===== config.mk =====
export PLATFORM = sky130hd
export DESIGN_NAME = prog_loader
export DESIGN_NICKNAME = d
export VERILOG_FILES = /design/src/rtl/prog_loader.sv
export SDC_FILE = /design/constraint.sdc
export NUM_CORES = 1
export LEC_CHECK = 0
export ABC_AREA = 1
export ABC_CLOCK_PERIOD_IN_PS = 3400
export BUFFER_PORTS_ARGS = -buffer_cell sky130_fd_sc_hd__buf_2
export CAP_MARGIN = 20
export CORE_MARGIN = 4
export CORE_UTILIZATION = 35
export CTS_CLUSTER_DIAMETER = 50
export CTS_CLUSTER_SIZE = 14
export DETAILED_ROUTE_END_ITERATION = 16
export GPL_ROUTABILITY_DRIVEN = 0
export GPL_TIMING_DRIVEN = 0
export PLACE_DENSITY = 0.53
export SLEW_MARGIN = 0
export SYNTH_ARGS = -nofsm -noshare
export SYNTH_HDL_FRONTEND = slang
export SYNTH_SLANG_ARGS = --single-unit

===== constraint.sdc =====
create_clock -name clk -period 3.4 [get_ports clk]
set_clock_uncertainty 0.1 [all_clocks]
set_input_delay 0.68 -clock clk [delete_from_list [all_inputs] [get_ports clk]]
set_output_delay 0.68 -clock clk [all_outputs]
set_load 0.02 [all_outputs]

===== src/rtl/prog_loader.sv =====
// Program memory loader: unpacks a COUNT / commands / CHK byte frame into CMD_SIZE-bit words.
// It zero-fills the unused tail of the memory and holds the CPU in reset until a checked image is in place.
module prog_loader #(
  parameter int CMD_SIZE       = 19,
  parameter int PROG_SIZE      = 32,
  parameter int PROG_ADDR_SIZE = $clog2(PROG_SIZE)
) (
  input  logic                      clk,
  input  logic                      reset,
  input  logic                      start,
  input  logic                      in_valid,
  input  logic [7:0]                in_data,
  output logic                      in_ready,
  output logic                      prog_we,
  output logic [PROG_ADDR_SIZE-1:0] prog_addr,
  output logic [CMD_SIZE-1:0]       prog_wdata,
  output logic                      cpu_reset,
  output logic                      done,
  output logic                      err
);

  localparam int                IDX_W     = PROG_ADDR_SIZE + 1;
  localparam int                B0_BITS   = CMD_SIZE - 16;
  localparam logic [7:0]        B0_MASK   = 8'((1 << B0_BITS) - 1);
  localparam logic [7:0]        SIZE_BYTE = 8'(PROG_SIZE);
  localparam logic [IDX_W-1:0]  FULL_IDX  = IDX_W'(PROG_SIZE);
  localparam logic [IDX_W-1:0]  LAST_IDX  = IDX_W'(PROG_SIZE - 1);

  typedef enum logic [2:0] {
    S_IDLE,
    S_DATA,
    S_CHECK,
    S_FILL,
    S_DONE,
    S_ERR
  } state_t;

  state_t             state;
  logic [1:0]         byte_cnt;
  logic [IDX_W-1:0]   word_idx;
  logic [IDX_W-1:0]   count_n;
  logic [7:0]         xor_acc;
  logic [B0_BITS-1:0] b0_low;
  logic [7:0]         b1;
  logic               xfer;

  assign xfer = in_valid & in_ready;

  // word_idx carries one extra bit so it can hold PROG_SIZE without wrapping
  always_ff @(posedge clk or negedge reset) begin
    if (!reset) begin
      state      <= S_IDLE;
      in_ready   <= 1'b1;
      prog_we    <= 1'b0;
      prog_addr  <= '0;
      prog_wdata <= '0;
      cpu_reset  <= 1'b1;
      done       <= 1'b0;
      err        <= 1'b0;
      byte_cnt   <= 2'd0;
      word_idx   <= '0;
      count_n    <= '0;
      xor_acc    <= 8'd0;
      b0_low     <= '0;
      b1         <= 8'd0;
    end else begin
      prog_we <= 1'b0;
      if (start) begin
        state     <= S_IDLE;
        in_ready  <= 1'b1;
        cpu_reset <= 1'b1;
        done      <= 1'b0;
        err       <= 1'b0;
        byte_cnt  <= 2'd0;
        word_idx  <= '0;
        count_n   <= '0;
        xor_acc   <= 8'd0;
      end else begin
        case (state)
          S_IDLE: begin
            if (xfer) begin
              if (in_data == 8'd0 || in_data > SIZE_BYTE) begin
                state    <= S_ERR;
                in_ready <= 1'b0;
                err      <= 1'b1;
              end else begin
                count_n <= in_data[IDX_W-1:0];
                state   <= S_DATA;
              end
            end
          end
          S_DATA: begin
            if (xfer) begin
              xor_acc <= xor_acc ^ in_data;
              case (byte_cnt)
                2'd0: begin
                  if ((in_data & ~B0_MASK) != 8'd0) begin
                    state    <= S_ERR;
                    in_ready <= 1'b0;
                    err      <= 1'b1;
                  end else begin
                    b0_low   <= in_data[B0_BITS-1:0];
                    byte_cnt <= 2'd1;
                  end
                end
                2'd1: begin
                  b1       <= in_data;
                  byte_cnt <= 2'd2;
                end
                default: begin
                  prog_we    <= 1'b1;
                  prog_addr  <= word_idx[PROG_ADDR_SIZE-1:0];
                  prog_wdata <= {b0_low, b1, in_data};
                  word_idx   <= word_idx + IDX_W'(1);
                  byte_cnt   <= 2'd0;
                  if (word_idx == count_n - IDX_W'(1))
                    state <= S_CHECK;
                end
              endcase
            end
          end
          S_CHECK: begin
            if (xfer) begin
              in_ready <= 1'b0;
              if (in_data != xor_acc) begin
                state <= S_ERR;
                err   <= 1'b1;
              end else if (count_n == FULL_IDX) begin
                state <= S_DONE;
              end else begin
                state <= S_FILL;
              end
            end
          end
          S_FILL: begin
            prog_we    <= 1'b1;
            prog_addr  <= word_idx[PROG_ADDR_SIZE-1:0];
            prog_wdata <= '0;
            word_idx   <= word_idx + IDX_W'(1);
            if (word_idx == LAST_IDX)
              state <= S_DONE;
          end
          S_DONE: begin
            done      <= 1'b1;
            cpu_reset <= 1'b0;
          end
          S_ERR: begin
            err       <= 1'b1;
            cpu_reset <= 1'b1;
            in_ready  <= 1'b0;
          end
          default: state <= S_IDLE;
        endcase
      end
    end
  end

endmodule


* Word level (Yosys, flattened, before mapping)
Index checks and enable logic that the tools add are counted.
Cells by class: bitwise gates (word level) 4, equality and inequality tests 27, add/subtract/negate cells 2, muxes and demuxes 59, reduce and logical (&&, ||, !) cells 25, $lt $le $gt $ge 1
Operator list (count):
- 2-to-1 mux 6 bit | 7
- 2-to-1 mux 19 bit | 2
- case mux 19 bit (2 select lines) | 1
- inequality test 3 bit (second input constant) | 11
- 2-to-1 mux 3 bit | 10
- 2-to-1 mux 8 bit | 3
- 2-to-1 mux 1 bit | 21
- AND reduction 8 bit | 2
- case mux 3 bit (5 select lines) | 1
- case mux 6 bit (2 select lines) | 1
- 2-to-1 mux 5 bit | 2
- case mux 5 bit (2 select lines) | 1
- nonzero test 2 bit | 5
- AND reduction 3 bit | 3
- greater-than comparator 8 x 6 -> 1 bit (second input constant) | 1
- logical NOT 8 bit | 1
- 2-to-1 mux 2 bit | 4
- inequality test 4 bit (second input constant) | 2
- inequality test 8 bit | 1
- case mux 1 bit (4 select lines) | 2
- AND reduction 4 bit | 2
- nonzero test 8 bit | 1
- bitwise XOR 8 bit | 1
- AND reduction 7 bit | 1
- other kinds (24) | 32
Word-level totals: register bits 65, bits of input ports 12

* Logic depth before layout (Yosys ltp)
depth after elaboration 7, depth in mapped cells 13

* Worst setup path before layout
Ideal clock, no wire load.
path type input to register, from input port in_valid, to register word_idx[5], data arrival time 1533 ps, stages 9, buffers on the path 0, slack 1645 ps, setup time 122 ps, path through nand2_1 o21ai_2 nand2_4 nand2_4 nand2_1 nor2_1 nand2_1 o21ai_1 a21oi_1
On the way: longest elaborated chain between the ends 3
RTL lines:
- start, declared | line 11 | input logic in_valid,
- AND 1 bit | line 47 | assign xfer = in_valid & in_ready;
- inequality test 3 bit (no line)
- AND reduction 3 bit (no line)
- end signal, assigned | line 114 | word_idx <= word_idx + IDX_W'(1);
- end signal, assigned | line 139 | word_idx <= word_idx + IDX_W'(1);
- end, declared | line 40 | logic [IDX_W-1:0] word_idx;
Every way passes these cells. A chain may end at the register's enable or synchronous reset.

* Final worst setup path
from register count_n[0], to register state[1]
On the way: longest elaborated chain between the ends 6
RTL lines:
- start, declared | line 41 | logic [IDX_W-1:0] count_n;
- start signal, assigned | line 87 | count_n <= in_data[IDX_W-1:0];
- parallel branches: the longest is 6 deep, another holds subtractor 6 x 1 -> 6 bit
- end signal, assigned | line 69 | state <= S_IDLE;
- end signal, assigned | line 83 | state <= S_ERR;
- end signal, assigned | line 126 | state <= S_ERR;
- end, declared | line 38 | state_t state;
Several ways; the timed one is not identified. The select of a mux whose other input is x is not followed.

==> flow_summary.yaml <==
synth:
  synthFlopType: "dfrtp_1"
  yosysMostFrequentCell: "nand2_1"
  synth_area_leaders: "dfrtp_1, nand2_1, nand3_1, inv_1, nor2_1"
  synthCells: 398
  async_flop_share_pct: 100
  netlist_area_um2: 3310
  synth.distinct_cells: 36
  yosys-top-cells-count: "nand2_1, dfrtp_1, inv_1"
  yosysWarnings: 0
  syn_avg_cell_area_um2: 8.33
  yosys.area.top_type: "dfrtp_1"
  synth_edf_count: 0
  yosysSeqAreaShare_pct: 49.2
  synth_nets: 413
  synth_top_area_share_pct: 47.6
  yosys_register_bits: 65
clock_tree:
  cts.sinks: 65
  clk_path_buf_depth: 2
  cts.hold.buffers_added: 0
  cts-htree-levels: 3
  clk_pin_slew_ps: 80
  cts_resized: 0
  cts_setup_buffers: 0
  clk_latency_ps: 340
  cts_tree: "done"
  numCtsBuffers: 9
  clockRootBuffer: "clkbuf_8"
floorplanning:
  pin_count: 41
  rows: 35
  die_area_um2: 11100
  coreArea_um2: 9240
  die_x_um: 105
  start_util_pct: 35.9
  die-height_um: 105
timing:
  setup_viol: 0
  drv_slew: 0
  rsz0062_at_grt: "false"
  timing.slew.headroom_pct: 44.0
  fin_crit_ps: 1820
  fmax_ghz: 0.548
  finalHoldViolations: 0
  timing.final.crit_share_pct: 53.6
  tightest_slew_ps: 839
  finalSetupTns_ps: 0
final_layout:
  drive_above_1_share_pct: 24.2
  final_area_um2: 3880
  syn_to_final_growth_pct: 17.1
  n_fill_cell: 952
  insertedDiodeCount: 0
  final_nets: 464
placement:
  placed_area_um2: 3680
  dpl.hpwl_mm: 5.82
  portBuffers: 40
grt:
  grt_antenna_before_repair: 0
  track_usage_pct: 15.5
  grt_max_degree: 66
  grt_pass1_wl_mm: 13.8
  grt_pass1_vias: 2720
  grt-ovfl-total: 0
route:
  dr.pass1.iters: 4
  via_per_inst: 4.74
  drc_errors: 0
  dr.first_iter.drc_count: 119
  post_drt_wl_per_cell_um: 13.6
  vias: 2762
  ant_nets: 0
  wl_mm: 7.90
power:
  leakagePower_nw: 1.99
  cellPowerDensity_nw_per_um2: 597
  irDropWorstVdd_uv: 249
  power.total_w: 0.00231
critical_path:
  crit_arrival_ps: 2000
  critPathLaunchType: "flip-flop"
  cp_data_required_time_ps: 3580
  crit_type: "reg2reg"
  ff2ff_setup_slack_ps: 1580
  crit_fanout: 6
  cp-end-kind: "flip-flop"
run:
  max_cap_violations: 0
worst_hold_path:
  hold_class: "in2async"
outcome:
  status: "finished, final reports clean"
## layer usage
layer / GRT usage, % / up-vias / share of wire [%]
met3: 3.55 / 12 / 4.1
met2: 22.8 / 57 / 45
li1: - / 1399 / -
met5: 0 / - / 0
met4: 5.90 / 0 / 1.9
met1: 22.2 / 1294 / 49
## registers in the layout (all words and copies together) (netlist names)
| register | flops |
|---|---|
| xor_acc | 8 |
| b0_low | 3 |
| prog_wdata | 19 |
| word_idx | 6 |
| count_n | 6 |
| prog_addr | 5 |
| done | 1 |
| state | 3 |
| err | 1 |
| b1 | 8 |
| cpu_reset | 1 |
| prog_we | 1 |
| in_ready | 1 |
| byte_cnt | 2 |
## cell usage in the layout (no fill, tap or decap), types with 5 or more instances in the layout
cell / n
buf_2: 42
dfrtp_1: 63
clkbuf_8: 9
o31ai_1: 5
o22ai_1: 11
nand2_1: 127
nor2_1: 26
nand4_1: 5
inv_2: 9
a21oi_1: 8
o21ai_2: 10
o21ai_1: 12
nand3_1: 28
nor3_1: 6
nor2_2: 5
inv_1: 36
## critical path: stages (launching register included)
cell and delay (ps):
dfrtp_1 380, inv_1 150, ha_1 270, inv_1 60, nand2_1 40, nand2_1 50, nand2_1 60, nor2_1 120
nand3_1 100, nor2_1 120, nor2_1 50, nor2_2 130, nand2_1 70, nand2_1 60
## area by class of cell
type,count,area (um^2),share of cell area [%]
Buffer,8,60.1,1.55
Clock buffer,9,124,3.19
Clock inverter,7,77.6,2.00
Inverter,46,175,4.51
Multi-Input combinational cell,279,1450,37.4
Sequential cell,65,1630,42.0
Tap cell,129,161,4.16
Timing Repair Buffer,40,203,5.22
## power by group
part	switching [W]	total, W	internal (W)
Sequential	0.0000916	0.00100	0.000908
Clock	0.000330	0.000676	0.000346
Combinational	0.000419	0.000639	0.000220
## kinds of logic after synthesis
group | Yosys count | share of synthesized area (%)
AO/OA/AOI/OAI | 58 | 11.8
buffers and inverters | 54 | 7.10
flip-flops | 65 | 49.2
adder cells (fa/ha/maj) | 3 | 1.13
XOR/XNOR | 4 | 1.06
AND/OR/NAND/NOR | 214 | 29.7
## through the flow
stage               hold WS [ps]  utilization (%)  std cells  setup slack (ps)
global placement             358             39.8        567              1210
finish                       321             42.0        583              1580
CTS                          356             42.0        583              1540
floorplan                    284                -        398              1650
detailed placement           363             39.8        567              1250
global route                 382             42.0        583              1310
## worst paths after layout
check,from,to,cells past startpoint
setup reg to reg,count_n[0]$_DFFE_PN0P_,state[1]$_DFFE_PN0P_,13
hold reg to reg,in_ready$_DFFE_PN1P_,in_ready$_DFFE_PN1P_,2
max in group asynchronous,reset,prog_wdata[14]$_DFFE_PN0P_,1
min in group clk,in_ready$_DFFE_PN1P_,in_ready$_DFFE_PN1P_,2
setup / recovery,count_n[0]$_DFFE_PN0P_,state[1]$_DFFE_PN0P_,13
hold / removal,reset,prog_wdata[2]$_DFFE_PN0P_,1
(Power assumes the default switching activity.)
